===== src/rtl/mem_bus_arbiter.sv =====
// Two-port memory bus arbiter: serialises instruction-fetch and data requests
// onto a single downstream request/response bus, one transaction at a time.
// Data normally wins. A streak counter bounds how long a waiting fetch can be
// starved. Fetches killed by a branch flush are withdrawn or silently discarded.
module mem_bus_arbiter #(
    parameter int ADDR_W       = 32,
    parameter int DATA_W       = 32,
    parameter int D_STREAK_MAX = 4
) (
    input  logic                clk,
    input  logic                rst,
    input  logic                if_req,
    input  logic [ADDR_W-1:0]   if_addr,
    input  logic                if_flush,
    output logic                if_ack,
    output logic [DATA_W-1:0]   if_rdata,
    input  logic                d_req,
    input  logic                d_we,
    input  logic [DATA_W/8-1:0] d_be,
    input  logic [ADDR_W-1:0]   d_addr,
    input  logic [DATA_W-1:0]   d_wdata,
    output logic                d_ack,
    output logic [DATA_W-1:0]   d_rdata,
    output logic                bus_req,
    output logic                bus_we,
    output logic [DATA_W/8-1:0] bus_be,
    output logic [ADDR_W-1:0]   bus_addr,
    output logic [DATA_W-1:0]   bus_wdata,
    input  logic                bus_ready,
    input  logic                bus_rvalid,
    input  logic [DATA_W-1:0]   bus_rdata,
    output logic                if_stall,
    output logic                d_stall,
    output logic                busy
);

    localparam logic [3:0] STREAK_MAX = 4'(D_STREAK_MAX);

    typedef enum logic [1:0] {IDLE, REQ, WAIT, RESP} state_t;

    state_t                state_q, state_d;
    logic                  owner_i_q, owner_i_d;   // 1 = fetch owns the bus
    logic                  discard_q, discard_d;   // in-flight fetch was flushed
    logic [3:0]            streak_q, streak_d;
    logic                  bus_req_q, bus_req_d;
    logic                  bus_we_q, bus_we_d;
    logic [DATA_W/8-1:0]   bus_be_q, bus_be_d;
    logic [ADDR_W-1:0]     bus_addr_q, bus_addr_d;
    logic [DATA_W-1:0]     bus_wdata_q, bus_wdata_d;
    logic                  if_ack_q, if_ack_d;
    logic                  d_ack_q, d_ack_d;
    logic [DATA_W-1:0]     if_rdata_q, if_rdata_d;
    logic [DATA_W-1:0]     d_rdata_q, d_rdata_d;
    logic                  grant_i, grant_d;
    logic                  fetch_ok;
    logic                  kill;

    // A fetch flushed in the same cycle it is raised is not worth starting.
    assign fetch_ok = if_req & ~if_flush;

    // Next-state, grant and bus-output logic.
    always_comb begin
        state_d     = state_q;
        owner_i_d   = owner_i_q;
        discard_d   = discard_q;
        streak_d    = streak_q;
        bus_req_d   = bus_req_q;
        bus_we_d    = bus_we_q;
        bus_be_d    = bus_be_q;
        bus_addr_d  = bus_addr_q;
        bus_wdata_d = bus_wdata_q;
        if_ack_d    = 1'b0;
        d_ack_d     = 1'b0;
        if_rdata_d  = if_rdata_q;
        d_rdata_d   = d_rdata_q;
        grant_i     = 1'b0;
        grant_d     = 1'b0;
        kill        = 1'b0;

        case (state_q)
            IDLE: begin
                discard_d = 1'b0;
                if (d_req && !(fetch_ok && streak_q == STREAK_MAX)) begin
                    grant_d = 1'b1;
                end else if (fetch_ok) begin
                    grant_i = 1'b1;
                end
                if (grant_d) begin
                    owner_i_d   = 1'b0;
                    bus_we_d    = d_we;
                    bus_be_d    = d_be;
                    bus_addr_d  = d_addr;
                    bus_wdata_d = d_wdata;
                    bus_req_d   = 1'b1;
                    state_d     = REQ;
                end else if (grant_i) begin
                    owner_i_d   = 1'b1;
                    bus_we_d    = 1'b0;
                    bus_be_d    = '1;
                    bus_addr_d  = if_addr;
                    bus_wdata_d = '0;
                    bus_req_d   = 1'b1;
                    state_d     = REQ;
                end
            end
            REQ: begin
                if (bus_ready) begin
                    // Accepted: a flush in the same cycle can no longer
                    // withdraw it, so the response must be swallowed.
                    bus_req_d = 1'b0;
                    state_d   = WAIT;
                    if (owner_i_q && if_flush) begin
                        discard_d = 1'b1;
                    end
                end else if (owner_i_q && if_flush) begin
                    bus_req_d = 1'b0;
                    discard_d = 1'b0;
                    state_d   = IDLE;
                end
            end
            WAIT: begin
                kill      = discard_q | (owner_i_q & if_flush);
                discard_d = kill;
                if (bus_rvalid) begin
                    state_d = RESP;
                    if (!kill) begin
                        if (owner_i_q) begin
                            if_rdata_d = bus_rdata;
                            if_ack_d   = 1'b1;
                        end else begin
                            d_rdata_d = bus_rdata;
                            d_ack_d   = 1'b1;
                        end
                    end
                end
            end
            RESP: begin
                discard_d = 1'b0;
                state_d   = IDLE;
            end
            default: state_d = IDLE;
        endcase

        if (!if_req || grant_i) begin
            streak_d = '0;
        end else if (grant_d && streak_q != STREAK_MAX) begin
            streak_d = streak_q + 4'd1;
        end
    end

    // State and output registers with synchronous reset.
    always_ff @(posedge clk) begin
        if (rst) begin
            state_q     <= IDLE;
            owner_i_q   <= 1'b0;
            discard_q   <= 1'b0;
            streak_q    <= '0;
            bus_req_q   <= 1'b0;
            bus_we_q    <= 1'b0;
            bus_be_q    <= '0;
            bus_addr_q  <= '0;
            bus_wdata_q <= '0;
            if_ack_q    <= 1'b0;
            d_ack_q     <= 1'b0;
            if_rdata_q  <= '0;
            d_rdata_q   <= '0;
        end else begin
            state_q     <= state_d;
            owner_i_q   <= owner_i_d;
            discard_q   <= discard_d;
            streak_q    <= streak_d;
            bus_req_q   <= bus_req_d;
            bus_we_q    <= bus_we_d;
            bus_be_q    <= bus_be_d;
            bus_addr_q  <= bus_addr_d;
            bus_wdata_q <= bus_wdata_d;
            if_ack_q    <= if_ack_d;
            d_ack_q     <= d_ack_d;
            if_rdata_q  <= if_rdata_d;
            d_rdata_q   <= d_rdata_d;
        end
    end

    assign bus_req   = bus_req_q;
    assign bus_we    = bus_we_q;
    assign bus_be    = bus_be_q;
    assign bus_addr  = bus_addr_q;
    assign bus_wdata = bus_wdata_q;
    assign if_ack    = if_ack_q;
    assign d_ack     = d_ack_q;
    assign if_rdata  = if_rdata_q;
    assign d_rdata   = d_rdata_q;
    assign if_stall  = if_req & ~if_ack_q;
    assign d_stall   = d_req & ~d_ack_q;
    assign busy      = (state_q != IDLE);

endmodule


===== config.mk =====
export PLATFORM = sky130hd
export DESIGN_NAME = mem_bus_arbiter
export DESIGN_NICKNAME = d
export VERILOG_FILES = /design/src/rtl/mem_bus_arbiter.sv
export SDC_FILE = /design/constraint.sdc
export NUM_CORES = 1
export LEC_CHECK = 0
export CAP_MARGIN = 20
export CORE_UTILIZATION = 30
export DETAILED_ROUTE_END_ITERATION = 10
export GPL_TIMING_DRIVEN = 0
export PLACE_DENSITY = 0.66
export SYNTH_ARGS = -nofsm -noshare
export SYNTH_HDL_FRONTEND = slang
export SYNTH_SLANG_ARGS = --single-unit
export TNS_END_PERCENT = 30

===== constraint.sdc =====
create_clock -name clk -period 1.8 [get_ports clk]
set_clock_uncertainty 0.05 [all_clocks]
set_input_delay 0.36 -clock clk [delete_from_list [all_inputs] [get_ports clk]]
set_output_delay 0.36 -clock clk [all_outputs]
set_load 0.005 [all_outputs]

==> results.py, run 1 <==
metrics = {
    "timing": {
        "min_period_ps": 1720,
        "fmaxAchievable_mhz": 581.3,
        "timing_worst_slew_pin_value_ps": 555.6,
        "relSlewSlack": 0.6296,
        "rsz0062_at_grt": "false",
        "drv_slew": 0,
        "setup_slack_ps": 79.59,
        "hold_viol_final": 0,
        "worst_hold_slack_ps": 320.1,
        "period_share": 0.9558,
        "timing.setup.tns_ps": 0,
        "setup_viol_count_final": 0,
    },
    "global_routing": {
        "antenna_violations_before_repair": 0,
        "pin_count_of_the_biggest_net_entering_global_routing": 17,
        "global_route.usage.met2": 0.3282,
        "grt_first_pass_wirelength_um": 27740,
        "top_usage_layer": "met2",
        "grt_util_met1": 0.2293,
        "globalRoute.totalOverflow": 0,
        "globalRouteTotalUtil": 0.1951,
        "globalRouteMet3Util": 0.06562,
        "grt_pass1_vias": 5296,
    },
    "clocking": {
        "clock_sink_count": 144,
        "cts_hold_repair.buffers": 0,
        "cts_tree": "built",
        "clock-root-buffer": "sky130_fd_sc_hd__clkbuf_16",
        "cts.path.max_buffers": 2,
        "clkSlewWorstSetupHoldPaths_ps": 60,
        "clock_insertion_delay_worst_skew_ps": 420,
        "total_cts_buffers": 17,
        "cts_htree_levels": 4,
    },
    "synthesis": {
        "synth_most_common_cell": "sky130_fd_sc_hd__nand2_1",
        "syn-instance-count": 653,
        "ys_warn_count": 0,
        "ys_types": 37,
        "synth-edff-count": 0,
        "synth_nets": 795,
        "synth_top_cells_by_area": "sky130_fd_sc_hd__dfxtp_1 54%, sky130_fd_sc_hd__a21oi_1 13%, sky130_fd_sc_hd__nand2_1 11%",
        "synth.cell_area_sq_um": 5384,
        "seq_area_frac_synth": 0.5354,
        "synth_seq_cells": 144,
        "post_synth_most_frequent_cells": "161 x sky130_fd_sc_hd__nand2_1, 144 x sky130_fd_sc_hd__dfxtp_1, 136 x sky130_fd_sc_hd__a21oi_1",
        "synth_top_flop_cell": "sky130_fd_sc_hd__dfxtp_1",
        "synth_top_area_cell": "sky130_fd_sc_hd__dfxtp_1",
        "post_synth.cell_area_avg_sq_um": 8.245,
        "postSynth.asyncResetShare": 0,
        "netlist.area_leader.share": 0.5354,
    },
    "setup_path": {
        "crit_fanout": 2,
        "cpMaxStageDelayCell": "sky130_fd_sc_hd__clkdlybuf4s50_1",
        "worst_path_dominant_cell_family": "buffers and inverters",
        "worstPathBufferInverterCount": 1,
        "end_kind": "primary output",
        "worst-r2r-cell-count": 7,
        "critical_path.cell_chain": "clkdlybuf4s50_1",
        "rr_startpoint": "streak_q[0]",
        "classification_of_the_worst_setup_path": "flip-flop to primary output",
        "critical_path_required_ps": 1390,
        "cp-start-kind": "flip-flop",
        "worst_r2r_endpoint": "bus_addr[25]",
        "worstPathArrival_ps": 1310,
        "timing.reg2reg.setup_slack_ps": 80,
        "crit_path_max_incr_delay_ps": 540,
    },
    "detailed_routing": {
        "post-route-drc-count": 0,
        "post_drt_via_cell_ratio": 4.655,
        "drt_first_pass_iters": 5,
        "drt.antenna.violating_nets": 0,
        "first_iter_violations": 212,
        "num_vias": 5563,
        "route.final.wire_length_um": 18420,
        "routed_wire_length_per_instance_um": 15.42,
    },
    "floorplan": {
        "io-pin-count": 279,
        "dieArea_sq_um": 18490,
        "die_width_um": 136.0,
        "initial_utilization": 0.3091,
        "die_height_um": 136.0,
        "placementRows": 48,
        "core_sq_um": 17420,
    },
    "min_path": {
        "hold_path_class": "primary input to flip-flop",
        "worstHoldStart": "d_req",
        "hold-path-cell-count": 4,
        "timing.hold.worst_endpoint": "streak_q[2]",
    },
    "placement": {
        "dp_slack_ps": -690.3,
        "place_congestion": 0.8132,
        "dp_hpwl_um": 13360,
        "quantity_of_i_o_buffers_inserted_on_ports": 276,
    },
    "status": {
        "outcome": "complete, no violations",
    },
    "finish": {
        "sequential_cell_area_sq_um": 2885,
        "multi_input_area_sq_um": 2243,
        "areaGrowthSynthToFinish_pct": 70.09,
        "nFillCells": 1690,
        "drive_above_1_share": 0.09494,
        "final_nets": 1098,
    },
    "power": {
        "power_density_over_cell_area_nw_per_um2": 908.3,
        "ir_worst_vdd_v": 0.0006478,
        "p_leak_uw": 0.003352,
    },
    "job": {
        "max-cap-violations": 0,
    },
}
sequential cells by signal, indices dropped and copies added (netlist names), named ones only:
| register | count |
|---|---|
| bus_req | 1 |
| bus_we | 1 |
| d_rdata | 32 |
| discard_q | 1 |
| d_ack | 1 |
| if_ack | 1 |
| bus_wdata | 32 |
| streak_q | 4 |
| owner_i_q | 1 |
| bus_addr | 32 |
| state_q | 1 |
| if_rdata | 32 |
| bus_be | 4 |
how the worst max path moves through the flow:
stage	end	start	cells past startpoint
floorplan	bus_addr[10]	streak_q[0]	7
global placement	bus_addr[27]	if_flush	6
detailed placement	bus_addr[25]	if_flush	6
CTS	busy	flip-flop	4
global route	bus_addr[25]	streak_q[0]	7
finish	bus_wdata[1]	bus_wdata[1]	1
worst min-delay path: cells and delay by family:
family / cells / cell delay [ps]
xor gates and xnor gates: 1 / 60
buffers and inverters: 1 / 160
and+or+nand+nor: 2 / 170
routing by layer:
metal,wire [um],up-vias
li1,-,2816
met1,7640,2556
met2,9049,165
met3,1386,26
met4,346,0
met5,0,-
per-stage QoR:
stage	total power, uW	instances	area [sq um]	utilization
after global placement	4831	1154	8428	0.4839
final	8318	1195	9158	0.5258
after global routing	8684	1194	9155	0.5256
after detailed placement	4840	1154	8428	0.4839
after CTS	8381	1190	9086	0.5217
after floorplan	4009	653	5384	-
cell type report:
class                   count  area share
repair buffers            284      0.3080
well taps                 225     0.03074
diodes                      1   0.0002733
plain buffers              53     0.03552
inverters                   5    0.002049
multi-input cells         451      0.2450
clock buffers              19     0.04837
flip-flops and latches    144      0.3151
clock inverters            13     0.01503
power breakdown:
| part | switching [uW] | internal [uW] | leakage (uW) |
|---|---|---|---|
| Sequential | 81.0 | 3370 | 0.00118 |
| Combinational | 580 | 787 | 0.00190 |
| Clock | 1430 | 2080 | 0.000280 |
cells by family (layout without fill, tap and decap cells):
family	count (synthesis)	after routing	share of synthesized area
and+or+nand+nor	230	230	0.1743
AOI/OAI and AO/OA	215	215	0.2219
DFF	144	144	0.5354
buffers and inverters	58	374	0.05647
adders and majority gates	2	2	0.004647
xor gates and xnor gates	2	2	0.003254
muxes	2	2	0.003951
other	0	1	0
cells in the final DEF, fill, tap and decap left out, drive strengths merged, types with 5 or more instances in the layout:
cell type	count
o21ai	40
buf	40
nand2	161
a22oi	33
nor3	5
inv	7
clkdlybuf4s50	271
nor2	46
dfxtp	144
clkinv	6
a21oi	137
clkbuf	41
timing repair:
item	in CTS	in global routing
gates resized for setup	17	18
pin swaps	2	2
setup endpoints to repair	76	66
buffers inserted	4	4
cloned	0	0
(Power assumes the default switching activity.)
==> run 2, diff against run 1 <==
--- a/config.mk
+++ b/config.mk
@@ -9,7 +9,8 @@
 export CORE_UTILIZATION = 30
 export DETAILED_ROUTE_END_ITERATION = 10
 export GPL_TIMING_DRIVEN = 0
-export PLACE_DENSITY = 0.66
+export PLACE_DENSITY = 0.68
+export SETUP_SLACK_MARGIN = 0.15
 export SYNTH_ARGS = -nofsm -noshare
 export SYNTH_HDL_FRONTEND = slang
 export SYNTH_SLANG_ARGS = --single-unit
==> constraint.sdc (replaced) <==
create_clock -name clk -period 1.4 [get_ports clk]
set_clock_uncertainty 0.05 [all_clocks]
set_input_delay 0.28 -clock clk [delete_from_list [all_inputs] [get_ports clk]]
set_output_delay 0.28 -clock clk [all_outputs]
set_load 0.005 [all_outputs]
==> run 2 against run 1 <==
The run now ends with negative setup slack left. Highest routed layer is now met5. Cell count grew 2.7%. Final area grew 13%. Clock power grew 40%. Largest power group unchanged. Global-route usage grew 1.6 points. Largest cell class unchanged. Critical endpoint is now bus_wdata[7]. Routed wire length grew 14%.
==> results.py, run 2 (same netlist as run 1, synthesis figures left out) <==
metrics = {
    "finish": {
        "nFillCells": 1491,
        "sequential_cell_area_sq_um": 2898,
        "drive_above_1_share": 0.3876,
        "final_nets": 1130,
        "mostFrequentLayoutCells": "135 x sky130_fd_sc_hd__clkdlybuf4s50_1, 132 x sky130_fd_sc_hd__nand2_1, 132 x sky130_fd_sc_hd__dfxtp_1",
        "multi_input_area_sq_um": 2889,
        "areaGrowthSynthToFinish_pct": 92.56,
        "commonest_non_fill_non_tap_cell_in_the_layout": "sky130_fd_sc_hd__clkdlybuf4s50_1",
        "layout.cell_area.non_filler_sq_um": 10370,
    },
    "clocking": {
        "cts_htree_levels": 4,
        "clock-root-buffer": "sky130_fd_sc_hd__clkbuf_16",
        "cts.path.max_buffers": 2,
        "cts_tree": "built",
        "clock_insertion_delay_worst_skew_ps": 420,
        "clock_sink_count": 144,
        "clkSlewWorstSetupHoldPaths_ps": 60,
        "total_cts_buffers": 17,
        "cts_hold_repair.buffers": 0,
    },
    "detailed_routing": {
        "route.final.wire_length_um": 20930,
        "post-route-drc-count": 0,
        "routed_wire_length_per_instance_um": 17.06,
        "first_iter_violations": 283,
        "drt_first_pass_iters": 4,
        "drt.antenna.violating_nets": 0,
        "num_vias": 5872,
        "post_drt_via_cell_ratio": 4.786,
    },
    "timing": {
        "setup_slack_ps": -248.2,
        "timing_worst_slew_pin_value_ps": 683.1,
        "setup_viol_count_final": 138,
        "rsz0062_at_grt": "true",
        "worst_hold_slack_ps": 269.1,
        "min_period_ps": 1648,
        "relSlewSlack": 0.5446,
        "hold_viol_final": 0,
        "period_share": 1.177,
        "fmaxAchievable_mhz": 606.7,
        "drv_slew": 0,
    },
    "power": {
        "combinationalPowerShare": 0.188,
        "netSwitchingFraction": 0.2542,
        "fin_total_pwr_uw": 11510,
        "net-switching-power_uw": 2926,
        "pwr-share-seq": 0.386,
        "power.internal_uw": 8587,
        "power_frac_clock": 0.426,
        "power_density_over_cell_area_nw_per_um2": 1111,
        "p_leak_uw": 0.004076,
        "ir_worst_vdd_v": 0.0008444,
    },
    "status": {
        "outcome": "complete, but fails checks",
        "violations": "negative setup slack",
    },
    "setup_path": {
        "end_kind": "flip-flop",
        "cp-start-kind": "flip-flop",
        "worst-r2r-cell-count": 9,
        "critical_path_required_ps": 1710,
        "classification_of_the_worst_setup_path": "flip-flop to flip-flop",
        "crit_fanout": 8,
        "worstPathArrival_ps": 1960,
    },
    "global_routing": {
        "globalRoute.totalOverflow": 0,
        "pin_count_of_the_biggest_net_entering_global_routing": 17,
        "grt_pass1_vias": 5457,
        "globalRouteTotalUtil": 0.2108,
        "grt_first_pass_wirelength_um": 29790,
        "antenna_violations_before_repair": 2,
    },
    "floorplan": {
        "placementRows": 48,
        "die_width_um": 136.0,
        "initial_utilization": 0.3091,
        "dieArea_sq_um": 18490,
        "core_sq_um": 17420,
        "die_height_um": 136.0,
        "io-pin-count": 279,
    },
    "placement": {
        "quantity_of_i_o_buffers_inserted_on_ports": 276,
        "detailed_place.area_sq_um": 8464,
        "dp_hpwl_um": 13440,
        "place_congestion": 0.8165,
    },
    "job": {
        "max-cap-violations": 0,
    },
    "min_path": {
        "hold-path-cell-count": 4,
        "hold_path_class": "primary input to flip-flop",
    },
}
run 2: cell type report:
class	count	area share
Timing Repair Buffer	316	0.3010
Sequential cell	144	0.2795
Multi-Input combinational cell	451	0.2787
Buffer	53	0.04984
Clock buffer	19	0.04369
Tap cell	225	0.02715
Clock inverter	13	0.01786
Inverter	5	0.002052
Antenna cell	1	0.0002414
run 2: final timing paths:
path	slack, ps	from	end
worst max register to register	-250	streak_q[0]	bus_wdata[7]
worst min-delay path	270	d_req	streak_q[2]
worst max-delay path	-250	streak_q[0]	bus_wdata[7]
worst min register to register	400	if_rdata[15]	if_rdata[15]
run 2: metal layers:
layer | vias to the layer above | routed length [um] | global-route usage
li1 | 2897 | - | -
met1 | 2762 | 8485 | 0.2474
met2 | 180 | 10550 | 0.3563
met3 | 31 | 1401 | 0.06227
met4 | 2 | 486 | 0.08889
met5 | - | 13 | 0
run 2: power groups by stage:
stage / combinational (uW) / sequential [uW] / clock, uW
finish: 2160 / 4450 / 4910
floorplan: 635 / 4540 / 0
CTS: 1850 / 4440 / 5010
global placement: 1710 / 4520 / 0
global route: 2310 / 4470 / 5200
detailed placement: 1720 / 4520 / 0
run 2: what timing repair did:
item | CTS | global route
gates resized for setup | 484 | 203
setup buffers | 18 | 8
cloned | 6 | 8
setup endpoints to repair | 281 | 253
hold endpoints to repair | 0 | 0
pin swaps | 28 | 73
run 2: stage by stage:
stage          worst slack [ps]  TNS (ps)  std cells    util
3_5_place_dp             -941.7    -96810       1154  0.4860
2_1_floorplan            -93.21     -5393        653       -
4_1_cts                  -239.5    -20300       1210  0.5496
5_1_grt                  -307.7    -28600       1226  0.5951
3_3_place_gp             -930.6    -94440       1154  0.4860
6_report                 -248.2    -21160       1227  0.5953
run 2: critical path: stages (launching register included):
cell                       delay (ps)
sky130_fd_sc_hd__dfxtp_2          340
sky130_fd_sc_hd__inv_2             50
sky130_fd_sc_hd__ha_4             160
sky130_fd_sc_hd__and3b_2          240
sky130_fd_sc_hd__a211oi_4         260
sky130_fd_sc_hd__buf_12           180
sky130_fd_sc_hd__buf_4            120
sky130_fd_sc_hd__buf_6             80
sky130_fd_sc_hd__a22oi_2           40
sky130_fd_sc_hd__nor2_1            70
